$ cat config.mk
export PLATFORM = sky130hd
export DESIGN_NAME = cache_fill_arbiter
export DESIGN_NICKNAME = d
export VERILOG_FILES = /design/src/rtl/cache_pkg.sv /design/src/rtl/line_fill_sequencer.sv /design/src/rtl/cache_fill_arbiter.sv
export SDC_FILE = /design/constraint.sdc
export NUM_CORES = 1
export LEC_CHECK = 0
export CORE_MARGIN = 10
export CORE_UTILIZATION = 35
export DETAILED_ROUTE_END_ITERATION = 6
export GPL_TIMING_DRIVEN = 0
export HOLD_SLACK_MARGIN = 0.15
export PLACE_DENSITY = 0.77
export SYNTH_ARGS = -nofsm -noshare
export SYNTH_HDL_FRONTEND = slang
export SYNTH_SLANG_ARGS = --single-unit
$ cat constraint.sdc
create_clock -name clk -period 1.3 [get_ports clk]
set_input_delay 0.26 -clock clk [delete_from_list [all_inputs] [get_ports clk]]
set_output_delay 0.26 -clock clk [all_outputs]
set_load 0.005 [all_outputs]
$ cat src/rtl/cache_pkg.sv
// rtl/cache_pkg.sv - shared sizes, state encoding and fill-target type for the cache fill arbiter
// Contents: ADDR_W, DATA_W, WORDS_PER_LINE, WORD_BYTES, derived index/offset widths,
//           state_t (arbiter FSM states), target_t (which cache owns a fill), line_base().
package cache_pkg;
  localparam int ADDR_W         = 16;
  localparam int DATA_W         = 16;
  localparam int WORDS_PER_LINE = 8;
  localparam int WORD_BYTES     = 2;

  localparam int WORD_IDX_W = $clog2(WORDS_PER_LINE);
  localparam int LINE_OFF_W = $clog2(WORDS_PER_LINE * WORD_BYTES);

  localparam logic [ADDR_W-1:0] LINE_MASK = ADDR_W'(WORDS_PER_LINE * WORD_BYTES - 1);

  typedef enum logic [1:0] {
    ST_IDLE  = 2'd0,
    ST_WRITE = 2'd1,
    ST_FILL  = 2'd2,
    ST_DONE  = 2'd3
  } state_t;

  typedef enum logic {
    TGT_I = 1'b0,
    TGT_D = 1'b1
  } target_t;

  // Byte address of the first word of the line containing addr.
  function automatic logic [ADDR_W-1:0] line_base(input logic [ADDR_W-1:0] addr);
    return addr & ~LINE_MASK;
  endfunction
endpackage

$ cat src/rtl/line_fill_sequencer.sv
// rtl/line_fill_sequencer.sv - issue/return counters and read address generation for one line fill
// Ports:
//   clk, rst      clock, synchronous active-high reset
//   run           high while the arbiter is in FILL; counters sit at zero otherwise
//   base          line-aligned byte address of the line being filled
//   rvalid        memory read data valid
//   issue_en      a word read is issued this cycle
//   issue_addr    byte address of the word being issued
//   ret_we        a returned word is being delivered this cycle
//   ret_word      word index of the returned word
//   ret_last      the returned word is the last word of the line
module line_fill_sequencer
  import cache_pkg::*;
(
  input  logic                  clk,
  input  logic                  rst,
  input  logic                  run,
  input  logic [ADDR_W-1:0]     base,
  input  logic                  rvalid,
  output logic                  issue_en,
  output logic [ADDR_W-1:0]     issue_addr,
  output logic                  ret_we,
  output logic [WORD_IDX_W-1:0] ret_word,
  output logic                  ret_last
);
  // One extra bit so the counter can hold WORDS_PER_LINE, meaning "all words issued".
  logic [WORD_IDX_W:0]   issue_cnt;
  logic [WORD_IDX_W-1:0] ret_cnt;
  logic [LINE_OFF_W-1:0] offset;

  always_ff @(posedge clk) begin
    if (rst || !run) begin
      issue_cnt <= '0;
      ret_cnt   <= '0;
    end else begin
      if (issue_en) issue_cnt <= issue_cnt + 1'b1;
      if (rvalid)   ret_cnt   <= ret_cnt + 1'b1;
    end
  end

  assign issue_en = run && !issue_cnt[WORD_IDX_W];

  // base has its in-line offset bits cleared, so OR-ing the offset never carries out of the line.
  assign offset     = LINE_OFF_W'(issue_cnt[WORD_IDX_W-1:0] * WORD_BYTES);
  assign issue_addr = base | ADDR_W'(offset);

  assign ret_we   = run && rvalid;
  assign ret_word = ret_cnt;
  assign ret_last = ret_we && (ret_cnt == WORD_IDX_W'(WORDS_PER_LINE - 1));
endmodule

$ cat src/rtl/cache_fill_arbiter.sv
// rtl/cache_fill_arbiter.sv - arbitrates I-fill, D-fill and D-store onto one main-memory port
// Ports:
//   clk, rst                              clock, synchronous active-high reset
//   i_miss, i_miss_addr                   I-cache line fill request (held until i_fill_done)
//   d_miss, d_miss_addr                   D-cache line fill request (held until d_fill_done)
//   d_write_req/addr/data, d_write_ack    D-cache store request and its issue pulse
//   mem_enable, mem_wr, mem_addr,
//   mem_wdata, mem_rdata, mem_rvalid      memory port (fixed latency, in-order returns)
//   fill_data, fill_word                  returned word and its index within the line
//   i_fill_we, d_fill_we                  write strobes into the owning cache line
//   i_fill_done, d_fill_done              one-cycle fill completion pulses
//   busy                                  arbiter not idle
module cache_fill_arbiter
  import cache_pkg::*;
(
  input  logic                  clk,
  input  logic                  rst,
  input  logic                  i_miss,
  input  logic [ADDR_W-1:0]     i_miss_addr,
  input  logic                  d_miss,
  input  logic [ADDR_W-1:0]     d_miss_addr,
  input  logic                  d_write_req,
  input  logic [ADDR_W-1:0]     d_write_addr,
  input  logic [DATA_W-1:0]     d_write_data,
  output logic                  d_write_ack,
  output logic                  mem_enable,
  output logic                  mem_wr,
  output logic [ADDR_W-1:0]     mem_addr,
  output logic [DATA_W-1:0]     mem_wdata,
  input  logic [DATA_W-1:0]     mem_rdata,
  input  logic                  mem_rvalid,
  output logic [DATA_W-1:0]     fill_data,
  output logic [WORD_IDX_W-1:0] fill_word,
  output logic                  i_fill_we,
  output logic                  d_fill_we,
  output logic                  i_fill_done,
  output logic                  d_fill_done,
  output logic                  busy
);
  state_t              state;
  target_t             target;
  target_t             last_fill;
  logic [ADDR_W-1:0]   base;
  logic [ADDR_W-1:0]   wr_addr;
  logic [DATA_W-1:0]   wr_data;

  logic                  run;
  logic                  issue_en;
  logic [ADDR_W-1:0]     issue_addr;
  logic                  ret_we;
  logic [WORD_IDX_W-1:0] ret_word;
  logic                  ret_last;
  logic                  grant_i;

  // With both misses pending, the cache that did not own the previous fill wins.
  assign grant_i = i_miss && (!d_miss || last_fill == TGT_D);
  assign run     = (state == ST_FILL);

  always_ff @(posedge clk) begin
    if (rst) begin
      state     <= ST_IDLE;
      target    <= TGT_I;
      last_fill <= TGT_I;
      base      <= '0;
      wr_addr   <= '0;
      wr_data   <= '0;
    end else begin
      case (state)
        ST_IDLE: begin
          if (d_write_req) begin
            wr_addr <= d_write_addr;
            wr_data <= d_write_data;
            state   <= ST_WRITE;
          end else if (i_miss || d_miss) begin
            target <= grant_i ? TGT_I : TGT_D;
            base   <= line_base(grant_i ? i_miss_addr : d_miss_addr);
            state  <= ST_FILL;
          end
        end
        ST_WRITE: state <= ST_IDLE;
        ST_FILL:  if (ret_last) state <= ST_DONE;
        ST_DONE: begin
          last_fill <= target;
          state     <= ST_IDLE;
        end
        default: state <= ST_IDLE;
      endcase
    end
  end

  line_fill_sequencer u_seq (
    .clk        (clk),
    .rst        (rst),
    .run        (run),
    .base       (base),
    .rvalid     (mem_rvalid),
    .issue_en   (issue_en),
    .issue_addr (issue_addr),
    .ret_we     (ret_we),
    .ret_word   (ret_word),
    .ret_last   (ret_last)
  );

  assign d_write_ack = (state == ST_WRITE);
  assign mem_enable  = (state == ST_WRITE) || issue_en;
  assign mem_wr      = (state == ST_WRITE);
  assign mem_addr    = (state == ST_WRITE) ? wr_addr : (issue_en ? issue_addr : '0);
  assign mem_wdata   = (state == ST_WRITE) ? wr_data : '0;

  // Returns are only steered while filling; stale returns after a reset are dropped here.
  assign fill_data   = ret_we ? mem_rdata : '0;
  assign fill_word   = ret_we ? ret_word : '0;
  assign i_fill_we   = ret_we && (target == TGT_I);
  assign d_fill_we   = ret_we && (target == TGT_D);
  assign i_fill_done = (state == ST_DONE) && (target == TGT_I);
  assign d_fill_done = (state == ST_DONE) && (target == TGT_D);
  assign busy        = (state != ST_IDLE);
endmodule

## Yosys cells after proc, flatten, opt, wreduce, memory -nomap -nowiden

Index checks and enable logic that the tools add are counted.

| word-level totals | value |
|---|---|
| output and inout bits | 59 |
| bits in registers | 55 |

| cells by class | value |
|---|---|
| reduce and logical (&&, ||, !) cells | 21 |
| bitwise logic cells | 3 |
| $add $sub $neg | 2 |
| mux-type cells | 11 |
| equality and inequality tests | 6 |

Operator list:

| cell | count |
|---|---|
| 2-to-1 mux 16 bit | 5 |
| OR 16 x 4 -> 16 bit | 1 |
| logical AND 1 bit | 8 |
| 2-to-1 mux 2 bit | 3 |
| one-hot mux 2 bit (3 select lines) | 1 |
| adder 4 x 1 -> 4 bit (second input constant) | 1 |
| == test 2 bit (second input constant) | 2 |
| logical OR 1 bit | 4 |
| AND reduction 2 bit | 2 |
| adder 3 x 1 -> 3 bit (second input constant) | 1 |
| == test 3 bit (second input constant) | 1 |
| zero test 1 bit | 3 |
| 2-to-1 mux 3 bit | 1 |
| inequality test 3 bit (second input constant) | 1 |
| AND reduction 3 bit | 1 |
| == test 2 x 1 -> 1 bit (second input constant) | 1 |
| zero test 2 bit | 1 |
| inequality test 2 bit (second input constant) | 1 |
| inverter 1 bit | 2 |
| nonzero test 2 bit | 1 |
| OR reduction 2 bit | 1 |
| 2-to-1 mux 1 bit | 1 |

## Logic depth before layout (Yosys ltp)

| logic depth | value |
|---|---|
| depth after elaboration | 5 |
| gate-level depth with buffers | 5 |
| gate-level depth less buffers | 4 |

## Hierarchy

Synthesis repeated with hierarchy kept, for this count alone.

| unflattened totals | value |
|---|---|
| cells, all modules | 339 |
| area, all modules | 2916.5 sq um |

By module, submodules not included:

| module | instances | seq. area each (sq um) | area an instance (sq um) | cells each |
|---|---|---|---|---|
| cache_fill_arbiter | 1 | 960.9 | 2497.4 | 294 |
| line_fill_sequencer | 1 | 140.1 | 419.2 | 45 |

## Least setup slack after synthesis

No wires, ideal clock.

| timing | value |
|---|---|
| path type | register to output |
| start point | register state[0] |
| end point | output port mem_addr[10] |
| path buffers | 2 |
| arrival | 1117 ps |
| path slack | -77 ps |
| cell stages (with the launch flop) | 5 |
| required time | 1040 ps |
| path through | dfxtp_1 -> buf_6 -> nor3b_2 -> buf_4 -> a22o_1 |

| between the ends | value |
|---|---|
| longest elaborated chain between the ends | 4 |
| elaborated cells between the ends (all ways) | 5 |
| those cells by class | eq/ne: 2; mux: 2; reduce/logical: 1 |

Ends and longest elaborated chain:

| what | line | RTL |
|---|---|---|
| from (decl) | cache_fill_arbiter.sv:40 | `state_t state;` |
| from (signal assigned) | cache_fill_arbiter.sv:61 | `state <= ST_IDLE;` |
| from (signal assigned) | cache_fill_arbiter.sv:73 | `state <= ST_WRITE;` |
| from (signal assigned) | cache_fill_arbiter.sv:77 | `state <= ST_FILL;` |
| == test 2 bit | cache_fill_arbiter.sv:57 | `assign run = (state == ST_FILL);` |
| logical AND 1 bit | line_fill_sequencer.sv:41 | `assign issue_en = run && !issue_cnt[WORD_IDX_W];` |
| 2-to-1 mux 16 bit | cache_fill_arbiter.sv:107 | `assign mem_addr = (state == ST_WRITE) ? wr_addr : (issue_en ? issue_addr : '0);` |
| 2-to-1 mux 16 bit * | cache_fill_arbiter.sv:107 |  |
| to (decl) | cache_fill_arbiter.sv:28 | `output logic [ADDR_W-1:0] mem_addr,` |

Mark *: on every way between the ends. The rest lies on a longest branch, timed or not.

## Worst setup path in the final report

| timing | value |
|---|---|
| start point | register state[0] |
| end point | output port d_fill_we |

| between the ends | value |
|---|---|
| longest elaborated chain between the ends | 3 |

Ends and longest elaborated chain:

| what | line | RTL |
|---|---|---|
| == test 2 bit | cache_fill_arbiter.sv:57 |  |
| logical AND 1 bit | line_fill_sequencer.sv:47 | `assign ret_we = run && rvalid;` |
| logical AND 1 bit | cache_fill_arbiter.sv:114 | `assign d_fill_we = ret_we && (target == TGT_D);` |
| to (decl) | cache_fill_arbiter.sv:35 | `output logic d_fill_we,` |

Every way passes these cells.

==> impl_metrics.env <==
export IMPL_rows=31
export IMPL_rrSetupSlack_ns=-0.48
export IMPL_syn_avg_cell_area_um2=8.42
export IMPL_syn_area_um2=2640
export IMPL_vias_per_cell=4.99
export IMPL_dp_hpwl_mm=6.90
export IMPL_drive_above_1_share_pct=48.8
export IMPL_core_um2=7290
export IMPL_critPathCapture="d_fill_we"
export IMPL_startpoint_type="flop"
export IMPL_ys_flop_type="dfxtp_1"
export IMPL_grt_max_degree=18
export IMPL_crit_buf_inv=5
export IMPL_synth_top_area_share_pct=41.7
export IMPL_crit_fanout=5
export IMPL_finalCritPeriodShare_pct=146
export IMPL_fp_dieH_um=107
export IMPL_relSlewSlack_pct=65.8
export IMPL_firstDrtPassIters=4
export IMPL_reg2reg_to="wr_addr[15]"
export IMPL_clock_latency_ns=0.31
export IMPL_gpl_final_weighted_congestion=0.769
export IMPL_p_leak_nw=2.28
export IMPL_rsz0062_at_grt="true"
export IMPL_tns_ns=-46.29
export IMPL_timing_rr_start="state[1]"
export IMPL_hp_class="reg -> reg"
export IMPL_gr_total_overflow=0
export IMPL_violations="negative setup slack"
export IMPL_antenna_found_initial=0
export IMPL_tightest_slew_ns=0.514
export IMPL_path_cells="buf_6, buf_4, and3b_2, buf_6, buf_8, and2_4, buf_6"
export IMPL_yosys_warnings=0
export IMPL_drt_total_wl_mm=10.8
export IMPL_antennaDiodeCount=0
export IMPL_clockBufferDepth=2
export IMPL_grt_util_all_layers_pct=16.7
export IMPL_cp_slowest_cell="dfxtp_2"
export IMPL_max_cap_violations=0
export IMPL_numPortBuffers=136
export IMPL_grt_pass1_vias=3059
export IMPL_finalSetupViolations=108
export IMPL_die_area_um2=11400
export IMPL_critPathKind="reg -> out"
export IMPL_outcome="finished, violations left"
export IMPL_drc=0
export IMPL_critPathCaptureType="output pin"
export IMPL_synth_edf_count=0
export IMPL_cts_clk_slew_worst_paths_ns=0.10
export IMPL_cp_num_cells=7
export IMPL_synth_cell_type_count=36
export IMPL_hold_violations=0
export IMPL_ant_nets=0
export IMPL_start_util_pct=36.2
export IMPL_synth_largest_area_cell="dfxtp_1"
export IMPL_finalMaxSlewViolations=0
export IMPL_synth_seq_cells=55
export IMPL_synthTopCellsByArea="dfxtp_1, nand2_1, and2_1"
export IMPL_nets=596
export IMPL_via_count=3029
export IMPL_cts_tree="done"
export IMPL_max_freq_mhz=526
export IMPL_area_growth_pct=98.8
export IMPL_cts_sinks=55
export IMPL_syn_num_nets=403
export IMPL_async_flop_share_pct=0
export IMPL_clock_skew_ns=0.0108
export IMPL_startpoint="state[0]"
export IMPL_r2r_cells=11
export IMPL_ios=145
export IMPL_wl_per_cell_um=17.7
export IMPL_clockRootBuffer="clkbuf_8"
export IMPL_htreeDepth=2
export IMPL_cpPeakStageDelay_ns=0.33
export IMPL_grt_pass1_wl_mm=15.6
export IMPL_path_common_cell="buf_6"
export IMPL_fp_dieW_um=107
export IMPL_drtIter0Drc=142
export IMPL_path_delay_family="buffers and inverters"
export IMPL_power_total_mw=4.38
export IMPL_ctsHoldBuffers=0
export IMPL_place_ws_ns=-0.909
export IMPL_cts_buffers=5
export IMPL_cp_required_ns=1.04
export IMPL_final_util_pct=72.0
export IMPL_fin_hold_ws_ns=0.459
export IMPL_fin_crit_ns=1.90
export IMPL_fillers=556
export IMPL_powerDensity_nw_per_um2=833
export IMPL_arrival_ns=1.64
export IMPL_setup_ws_ns=-0.600
export IMPL_worst_ir_drop_vdd_mv=0.484
export IMPL_ys_seq_area_share_pct=41.7
export IMPL_synthCells=314
## placed cells by master, fill, tap and decap left out, types with 8 or more instances in the layout
cell,netlist,layout
o22ai_1,12,12
buf_6,6,75
buf_2,4,22
buf_4,5,13
and2_4,0,34
nand2_4,0,13
clkdlybuf4s50_1,0,75
a21oi_2,0,27
dfxtp_1,55,53
buf_8,0,13
inv_1,13,13
nand2_1,67,45
a22o_1,15,15
nor2_1,12,10
nand2_2,0,8
## sequential cells by signal (all words and copies together), names as in the netlist
register	flops
base	12
wr_addr	16
target	1
wr_data	16
state	2
last_fill	1
u_seq.ret_word	3
u_seq.issue_cnt	4
## metrics by stage
stage               instance area [um^2]  instances
finish                              5250        607
detailed placement                  4140        549
global route                        5250        607
CTS                                 4780        600
floorplan                           2660        314
global placement                    4140        549
## how the worst min path moves through the flow
stage	from	end	slack (ns)	cells after the start
after floorplan	d_write_addr[0]	wr_addr[0]	0.40	2
after global placement	wr_data[9]	wr_data[9]	0.44	2
after detailed placement	wr_data[15]	wr_data[15]	0.44	2
after CTS	wr_data[15]	wr_data[15]	0.46	2
after global routing	wr_addr[0]	wr_addr[0]	0.48	2
final	wr_data[10]	wr_data[10]	0.46	2
## metal layers
| layer | global-route usage (%) | up-vias | wire length (um) |
|---|---|---|---|
| met5 | 0 | - | 0 |
| met1 | 18.9 | 1463 | 4340 |
| met2 | 30.8 | 103 | 5660 |
| met4 | 2.32 | 0 | 90 |
| met3 | 4.91 | 10 | 664 |
| li1 | - | 1453 | - |
## power by group
part           internal [mW]  leakage, nW  switching [mW]
Combinational          0.806         1.77           0.543
Sequential              1.80        0.452          0.0675
Clock                  0.575       0.0581           0.586
## layout make-up
class | instances | area, um^2 | share of cell area (%)
Buffer | 24 | 255 | 4.86
Clock buffer | 5 | 68.8 | 1.31
Clock inverter | 3 | 43.8 | 0.834
Inverter | 13 | 48.8 | 0.929
Multi-Input combinational cell | 220 | 1680 | 32.0
Sequential cell | 55 | 1110 | 21.1
Tap cell | 99 | 124 | 2.36
Timing Repair Buffer | 188 | 1920 | 36.6
## cells by family (layout without fill, tap and decap cells)
group | after synthesis | in the layout | synth area share (%)
xor+xnor | 3 | 3 | 0.994
simple gates | 133 | 133 | 25.9
fa+ha+maj | 3 | 3 | 1.42
compound gates | 78 | 78 | 20.6
mux | 3 | 3 | 1.14
flops | 55 | 55 | 41.7
buf+inv | 39 | 233 | 8.24
## timing repair
item / in CTS / in global routing
buffers inserted: 34 / 10
cloned: 9 / 1
resized for setup: 339 / 126
pin swaps: 36 / 44
endpoints found under the setup margin: 105 / 107
## worst min-delay path, cell delays in order (launching register included)
cell and delay, ns:
dfxtp_1 0.32, nand2_1 0.05, a21oi_1 0.05
## cell usage after synthesis, types with 4 or more instances
library cell	count
nand2_1	67
dfxtp_1	55
and2_1	37
a21oi_1	34
a22o_1	15
inv_1	13
nor2_1	12
o22ai_1	12
clkbuf_1	9
buf_6	6
o221a_1	6
o221a_2	6
buf_4	5
buf_2	4
Power figures use the tool's default switching activity.
